## src/rtl/irq_source_conditioner.sv

```systemverilog
// Per-source interrupt conditioner: edge/level detect, enable gating and holdoff coalescing into one-cycle strobes.
// Optional macro IRQ_SRC_SYNC_EN inserts a 2-flop synchronizer on SRC_IN (latency 3 instead of 1).
module irq_source_conditioner #(
  parameter int IRQ_COUNT     = 4,
  parameter int HOLDOFF_WIDTH = 16
) (
  input  logic                     clk,
  input  logic                     reset,
  input  logic [IRQ_COUNT-1:0]     SRC_IN,
  input  logic [IRQ_COUNT-1:0]     SRC_ENABLE,
  input  logic [IRQ_COUNT-1:0]     EDGE_SEL,
  input  logic [HOLDOFF_WIDTH-1:0] HOLDOFF_CYCLES,
  output logic [IRQ_COUNT-1:0]     IRQ_OUT,
  output logic [IRQ_COUNT-1:0]     HOLD_BUSY
);

  typedef enum logic [1:0] {
    PH_IDLE,
    PH_HOLD,
    PH_EXPIRE
  } phase_e;

  localparam logic [HOLDOFF_WIDTH-1:0] TMR_ONE = HOLDOFF_WIDTH'(1);

  logic [IRQ_COUNT-1:0] src_s;
  logic [IRQ_COUNT-1:0] src_dly_q;

`ifdef IRQ_SRC_SYNC_EN
  logic [IRQ_COUNT-1:0] sync1_q;
  logic [IRQ_COUNT-1:0] sync2_q;

  always_ff @(posedge clk) begin
    if (reset) begin
      sync1_q <= '0;
      sync2_q <= '0;
    end else begin
      sync1_q <= SRC_IN;
      sync2_q <= sync1_q;
    end
  end

  assign src_s = sync2_q;
`else
  assign src_s = SRC_IN;
`endif

  // Delayed copy tracks the input even while disabled, so re-enabling a high input is not an edge.
  always_ff @(posedge clk) begin
    if (reset) begin
      src_dly_q <= '0;
    end else begin
      src_dly_q <= src_s;
    end
  end

  for (genvar gi = 0; gi < IRQ_COUNT; gi++) begin : g_src
    logic [HOLDOFF_WIDTH-1:0] tmr_q;
    logic [HOLDOFF_WIDTH-1:0] tmr_d;
    logic                     pend_q;
    logic                     pend_d;
    logic                     strobe_q;
    logic                     strobe_d;
    logic                     busy_q;
    logic                     evt;
    phase_e                   phase;

    assign evt = SRC_ENABLE[gi] &
                 (EDGE_SEL[gi] ? (src_s[gi] & ~src_dly_q[gi]) : src_s[gi]);

    always_comb begin
      if (tmr_q == '0) begin
        phase = PH_IDLE;
      end else if (tmr_q == TMR_ONE) begin
        phase = PH_EXPIRE;
      end else begin
        phase = PH_HOLD;
      end
    end

    always_comb begin
      tmr_d    = tmr_q;
      pend_d   = pend_q;
      strobe_d = 1'b0;
      if (!SRC_ENABLE[gi]) begin
        tmr_d  = '0;
        pend_d = 1'b0;
      end else begin
        unique case (phase)
          PH_IDLE: begin
            if (evt) begin
              strobe_d = 1'b1;
              tmr_d    = HOLDOFF_CYCLES;
              pend_d   = 1'b0;
            end
          end
          PH_HOLD: begin
            tmr_d = tmr_q - TMR_ONE;
            if (evt) begin
              pend_d = 1'b1;
            end
          end
          PH_EXPIRE: begin
            // Anything seen during the window collapses into this single strobe.
            if (pend_q || evt) begin
              strobe_d = 1'b1;
              tmr_d    = HOLDOFF_CYCLES;
            end else begin
              tmr_d = '0;
            end
            pend_d = 1'b0;
          end
          default: begin
            tmr_d  = '0;
            pend_d = 1'b0;
          end
        endcase
      end
    end

    always_ff @(posedge clk) begin
      if (reset) begin
        tmr_q    <= '0;
        pend_q   <= 1'b0;
        strobe_q <= 1'b0;
        busy_q   <= 1'b0;
      end else begin
        tmr_q    <= tmr_d;
        pend_q   <= pend_d;
        strobe_q <= strobe_d;
        busy_q   <= (tmr_d != '0);
      end
    end

    assign IRQ_OUT[gi]   = strobe_q;
    assign HOLD_BUSY[gi] = busy_q;
  end

endmodule

```

## config.mk

```make
export PLATFORM = sky130hd
export DESIGN_NAME = irq_source_conditioner
export DESIGN_NICKNAME = d
export VERILOG_FILES = /design/src/rtl/irq_source_conditioner.sv
export SDC_FILE = /design/constraint.sdc
export NUM_CORES = 1
export LEC_CHECK = 0
export CORE_MARGIN = 8
export CORE_UTILIZATION = 63
export DETAILED_ROUTE_END_ITERATION = 16
export GPL_TIMING_DRIVEN = 1
export PLACE_DENSITY = 0.95
export SETUP_SLACK_MARGIN = 0.05
export SLEW_MARGIN = 20
export SYNTH_ARGS = -nofsm -noshare
export SYNTH_HDL_FRONTEND = slang
export SYNTH_SLANG_ARGS = --single-unit
```

## constraint.sdc

```tcl
create_clock -name clk -period 3.6 [get_ports clk]
set_clock_uncertainty 0.05 [all_clocks]
set_input_delay 0.54 -clock clk [delete_from_list [all_inputs] [get_ports clk]]
set_output_delay 0.54 -clock clk [all_outputs]
set_load 0.03 [all_outputs]
```

After elaboration in Yosys (flattened, before gate mapping)
Cells that the tools add are included.

word-level totals
  register bits = 80
  latch bits = 0
  RAM bits = 0
  ROM bits = 0
  input bits = 30
  output and inout port bits = 8
  word-level logic and storage cells = 133
  memories = 0

operators by class
  $add $sub $neg = 4
  multipliers = 0
  div/mod/pow operators = 0
  order comparisons = 0
  eq/ne operators = 20
  shift-type cells = 0
  multiplexer cells = 52
  bitwise logic cells = 16
  reductions and logical operators = 24

operator list
  kind                   count
  $mux 16                12
  $pmux 16 s3            4
  $eq 16x1->1 const B    4
  $logic_not 16->1       4
  $reduce_bool 16->1     4
  $sub 16x1->16 const B  4
  $mux 1                 20
  $mux 2                 8
  $ne 2x2->1 const B     8
  $pmux 1 s2             8
  $and 1x1->1            8
  $eq 2x1->1 const B     4
  $eq 2x2->1 const B     4
  $logic_not 2->1        4
  $not 1->1              8
  $reduce_and 2->1       4
  $reduce_or 2->1        4
  $logic_or 1x1->1       4

Longest topological paths before layout
Gate-level depths: netlist (run 1).

  word-level depth = 9
  mapped depth = 12
  depth with buffers taken out = 9

Least setup slack after synthesis (run 1)
Ideal clock, no wire load.

  path kind = register -> register
  start = register g_src[2].tmr_q[0]
  end = register g_src[2].busy_q
  library setup time = 133 ps
  arrival = 2179 ps
  required time = 3417 ps
  setup slack = 1237 ps
  cell stages (with the launch flop) = 9
  buffers on the path = 1
  clock period less this slack = 2363 ps
  path through = dfxtp_1 > or4_1 > buf_2 > nor2_1 > xor2_1 > or4_1 > o41ai_1 > nor4b_2 > a31oi_1

between the ends
  longest elaborated chain between the ends = 7
  elaborated cells between the ends (all ways) = 12
  those cells by class = 1 x add/sub; 3 x eq/ne; 5 x mux; 3 x reduce/logical

RTL lines
  element                                                                line  RTL
  start, declared                                                        57    logic [HOLDOFF_WIDTH-1:0] tmr_q;
  start signal, assigned                                                 127   tmr_q <= tmr_d;
  parallel branches: the longest is 4 deep, another holds $sub 16x1->16  --
  $pmux 16 s3 *                                                          88    unique case (phase)
  $mux 16 *                                                              84    if (!SRC_ENABLE[gi]) begin
  $reduce_bool 16->1 *                                                   130   busy_q <= (tmr_d != '0);
  end signal, assigned                                                   130
  end, declared                                                          63    logic busy_q;

Every way passes the cells marked *.
A chain may end at the register's enable or synchronous reset.

Worst setup path after layout (run 1)
Same ends and word-level chain as after synthesis.

==> results of run 1 <==
registers in the layout (all words and copies together), names as in the netlist:
name            flops
g_src.pend_q        4
g_src.strobe_q      4
src_dly_q           4
g_src.busy_q        4
g_src.tmr_q        64
cells in the final DEF, fill, tap and decap left out, types with 12 or more instances in the layout:
| cell type | count |
|---|---|
| nor2_1 | 96 |
| xor2_1 | 18 |
| a21oi_1 | 27 |
| a31oi_1 | 22 |
| nor4_1 | 15 |
| nand2_1 | 53 |
| inv_1 | 18 |
| nand3_1 | 19 |
| dfxtp_1 | 80 |
| clkdlybuf4s50_1 | 37 |
| xnor2_1 | 22 |
| nor3_1 | 25 |
| o21ai_0 | 13 |
| or4_1 | 12 |
stage by stage:
stage,hold WS [ns],util [%]
3_5_place_dp,0.447,69.8
2_1_floorplan,0.426,-
6_report,0.455,72.3
3_3_place_gp,0.434,69.8
4_1_cts,0.460,72.3
5_1_grt,0.473,72.3
logic make-up (layout without fill, tap and decap cells):
group	Yosys count	count (layout)	share of synthesized area (%)
mux	9	9	1.99
xor+xnor	40	40	7.44
buf+inv	53	78	5.42
flops	80	80	34.0
simple gates	290	290	32.7
compound gates	115	115	16.3
fa+ha+maj	8	8	2.13
routing by layer:
metal,up-vias,GRT usage (%)
met5,-,0
met4,0,13.8
met3,56,5.72
met2,306,42.3
met1,2244,30.7
li1,2180,-
path summary, 6_finish.rpt:
path              cells past startpoint              end               from  slack (ns)
setup / recovery                      9  g_src[2].busy_q  g_src[2].tmr_q[0]        0.79
hold / removal                        2  g_src[3].pend_q    g_src[3].pend_q        0.45
setup reg to reg                      9  g_src[2].busy_q  g_src[2].tmr_q[0]        0.79
hold reg to reg                       2  g_src[3].pend_q    g_src[3].pend_q        0.45
critical path, delay by kind of cell, from the launching register on:
| kind | cells | cell delay, ns |
|---|---|---|
| AND/OR/NAND/NOR | 4 | 1.28 |
| adder cells (fa/ha/maj) | 1 | 0.28 |
| XOR/XNOR | 1 | 0.15 |
| buffers and inverters | 1 | 0.08 |
| flip-flops | 1 | 0.37 |
| AO/OA/AOI/OAI | 2 | 0.46 |
cell type report:
class	count	area share, %
Sequential cell	80	30.5
Clock inverter	5	0.763
Timing Repair Buffer	44	8.06
Multi-Input combinational cell	462	54.3
Clock buffer	11	2.69
Tap cell	99	2.36
Inverter	18	1.29
==> results.json, run 1 <==
{
  "status": "finished clean",
  "final.setup.tns_ns": 0,
  "fin_cells": 719,
  "multi_input_area_sq_um": 2850,
  "ys_seq_area_share_pct": 34.0,
  "hold_path.class": "reg2reg",
  "met1_length_um": 5090,
  "grt_pass1_vias": 4553,
  "totalWireLength_um": 13200,
  "cts_htree_levels": 3,
  "path_cells": "inv_1 > ha_1 > nor3b_2 > nand2_1 > or3_1 > xnor2_1 > o41ai_1 > nor4b_2 > a31oi_1",
  "start_kind": "flip-flop",
  "area_delta_synth_final_pct": 11.5,
  "synth_area_per_cell_sq_um": 7.91,
  "slew_headroom_pct": 50.6,
  "post_cts_buffers": 0,
  "placed_cell_area_sq_um": 5070,
  "die_width_um": 102,
  "cts_resized": 0,
  "vias_per_cell": 6.66,
  "nets": 653,
  "cts_buffer_depth": 2,
  "grt_pass1_wl_um": 21600,
  "synth_nets": 633,
  "dieArea_sq_um": 10500,
  "dp.cells": 703,
  "postRouteAntennaNets": 0,
  "dr.pass1.iters": 6,
  "hold_buffers": 0,
  "wire_per_inst_um": 18.3,
  "critical_path_class": "reg2reg",
  "clock_sinks": 80,
  "path_max_fanout": 6,
  "cpPeakStageDelay_ns": 0.44,
  "hpwl_um": 9260,
  "yosysTopAreaCellShare_pct": 34.0,
  "synth_cell_types": 68,
  "critPathRequiredTime_ns": 3.76,
  "tightest_slew_ns": 0.741,
  "synth-main-ff-cell": "dfxtp_1",
  "num_vias": 4786,
  "fin_crit_sh_pct": 78.1,
  "design_area_sq_um": 5250,
  "clock_latency_ns": 0.37,
  "fill_cells": 542,
  "arrival_ns": 2.98,
  "ios": 38,
  "fmax_mhz": 356,
  "place_congestion": 0.935,
  "rsz0062_at_grt": "no",
  "core-area_sq_um": 7250,
  "grt_max_degree": 20,
  "regArea_sq_um": 1600,
  "ys_async_sr_fraction_pct": 0,
  "synth_edf_count": 0,
  "grt-ovfl-total": 0,
  "finalSetupViolCount": 0,
  "end_kind": "flip-flop",
  "antenna_found_initial": 0,
  "antenna_cells": 0,
  "place_ws_ns": 0.848,
  "slew_viol_final": 0,
  "yosysWarnings": 0,
  "wl_met3_um": 1400,
  "yosys_register_bits": 80,
  "cts_tree": "yes",
  "period_minus_slack_ns": 2.81,
  "start_util_pct": 64.9,
  "grt_usage_pct": 25.8,
  "max-cap-violations": 0,
  "die_y_um": 102,
  "synth_area_leaders": "dfxtp_1 (34%), nor2_1 (7.7%), nand2_1 (4.2%), xnor2_1 (4.1%), xor2_1 (3.3%)",
  "timing.final.hold_violations": 0,
  "clk_pin_slew_worst_paths_ns": 0.09,
  "clockRootBuffer": "clkbuf_8",
  "netlist_area_sq_um": 4710,
  "layout_setup_ws_ns": 0.789,
  "cts_made_buffers": 9,
  "top_layer_used": "met4",
  "numPortBuffers": 37,
  "synth.largest_area_cell": "dfxtp_1",
  "netlist_instances": 595,
  "synth_common_cells": "nor2_1 (96), dfxtp_1 (80), nand2_1 (53)",
  "crit_slowest_cell": "nor3b_2",
  "drc": 0,
  "route.met2.wl_um": 6170,
  "drive_gt1_share_pct": 7.74,
  "drtIter0Drc": 397,
  "rows": 31,
  "yosysMostFrequentCell": "nor2_1"
}
Power of run 1 is left out: the tool's default activity adds up to more than one toggle a clock period on the data nets, which glitch-free logic cannot reach.
==> run 2, diff against run 1 <==
CORE_UTILIZATION = 59   (was 63)
PLACE_DENSITY = 0.91   (was 0.95)
clock period = 2.7 ns   (was 3.6 ns; I/O delays follow)
==> results.json, run 2 (synthesis gave the netlist of run 1 again) <==
{
  "status": "finished clean",
  "dr.pass1.iters": 5,
  "cts_tree": "yes",
  "antenna_found_initial": 0,
  "critical_path_class": "reg2reg",
  "route.met2.wl_um": 6550,
  "ios": 38,
  "fin_crit_sh_pct": 94.8,
  "top_layer_used": "met4",
  "clockRootBuffer": "clkbuf_8",
  "arrival_ns": 2.74,
  "final.setup.tns_ns": 0,
  "multi_input_area_sq_um": 2880,
  "rows": 32,
  "area_delta_synth_final_pct": 18.8,
  "fmax_mhz": 391,
  "drive_gt1_share_pct": 12.7,
  "finalSetupViolCount": 0,
  "regArea_sq_um": 1600,
  "end_kind": "flip-flop",
  "crit_slowest_cell": "nor3_1",
  "postRouteAntennaNets": 0,
  "cts_buffer_depth": 2,
  "cts_made_buffers": 9,
  "regMostFlops": "g_src.tmr_q",
  "clock_latency_ns": 0.36,
  "die_y_um": 105,
  "nets": 685,
  "clock_sinks": 80,
  "start_util_pct": 60.9,
  "final_cell_mix": "nor2_1 (96), dfxtp_1 (80), nand2_1 (53)",
  "core-area_sq_um": 7730,
  "vias_per_cell": 6.39,
  "numPortBuffers": 37,
  "grt_pass1_wl_um": 22100,
  "start_kind": "flip-flop",
  "grt_usage_pct": 24.4,
  "place_congestion": 0.973,
  "die_width_um": 105,
  "fill_cells": 581,
  "antenna_cells": 0,
  "path_cells": "nor3_1 > nand3_1 > nor3_4 > buf_4 > mux2i_1 > a311o_1 > nor4_2 > a31oi_1",
  "grt-ovfl-total": 0,
  "path_max_fanout": 13,
  "slew_viol_final": 0,
  "cpPeakStageDelay_ns": 0.37,
  "clk_pin_slew_worst_paths_ns": 0.08,
  "layout_setup_ws_ns": 0.141,
  "critPathRequiredTime_ns": 2.89,
  "wl_met3_um": 1270,
  "final_common_cell": "nor2_1",
  "rsz0062_at_grt": "no",
  "max-cap-violations": 0,
  "slew_headroom_pct": 51.3,
  "hpwl_um": 9820,
  "tightest_slew_ns": 0.731,
  "period_minus_slack_ns": 2.56,
  "totalWireLength_um": 13800,
  "dieArea_sq_um": 11100,
  "drtIter0Drc": 342,
  "met1_length_um": 5340,
  "timing.final.hold_violations": 0,
  "cts_htree_levels": 3,
  "wire_per_inst_um": 18.3,
  "largest_reg_flops": 64,
  "grt_pass1_vias": 4466,
  "grt_max_degree": 20,
  "hold_path.class": "reg2reg",
  "place_ws_ns": 0.100,
  "num_vias": 4820,
  "drc": 0
}
## run 2: changes by cell type in the layout (fill, tap and decap cells not counted), moves of 2 or more
cell | before | now
nor4_1 | 15 | 13
clkinvlp_4 | 3 | 0
buf_4 | 7 | 38
nor4_2 | 5 | 7
bufinv_16 | 0 | 3
## run 2: layout make-up
type	instances	share of cell area, %
Tap cell	102	2.28
Clock inverter	5	1.86
Multi-Input combinational cell	462	51.4
Sequential cell	80	28.6
Clock buffer	11	2.53
Inverter	18	1.21
Timing Repair Buffer	76	12.1
## run 2: worst max-delay path: cells and delay by family, from the launching register on
kind            cells  cell delay, ns
buf+inv             1            0.26
flops               1            0.35
mux                 1            0.11
compound gates      2            0.48
simple gates        4            1.18
## run 2: what timing repair did
action                                  in CTS  in global routing
endpoints found under the setup margin       1                  2
hold buffers                                 0                  0
resized for setup                            1                  4
pin swaps                                    0                  1
setup buffers                                0                  1
## run 2: metal layers
metal | GRT usage, % | vias up
li1 | - | 2254
met3 | 7.06 | 53
met1 | 28.4 | 2236
met5 | 0 | -
met2 | 40.4 | 277
met4 | 11.5 | 0
## run 2: final timing paths
kind	start	to	slack, ns	cells after the start
setup / recovery	g_src[1].tmr_q[14]	g_src[1].busy_q	0.14	8
hold / removal	g_src[3].pend_q	g_src[3].pend_q	0.46	2
setup reg to reg	g_src[1].tmr_q[14]	g_src[1].busy_q	0.14	8
hold reg to reg	g_src[3].pend_q	g_src[3].pend_q	0.46	2
## run 2: metrics by stage
stage / utilization, % / hold slack (ns) / instances / instance area (sq um)
4_1_cts: 72.0 / 0.468 / 753 / 5560
2_1_floorplan: - / 0.426 / 595 / 4710
5_1_grt: 72.4 / 0.496 / 754 / 5590
3_3_place_gp: 68.8 / 0.434 / 737 / 5320
3_5_place_dp: 68.8 / 0.456 / 737 / 5320
6_report: 72.4 / 0.463 / 754 / 5590
Power of run 2 is left out for the same reason.
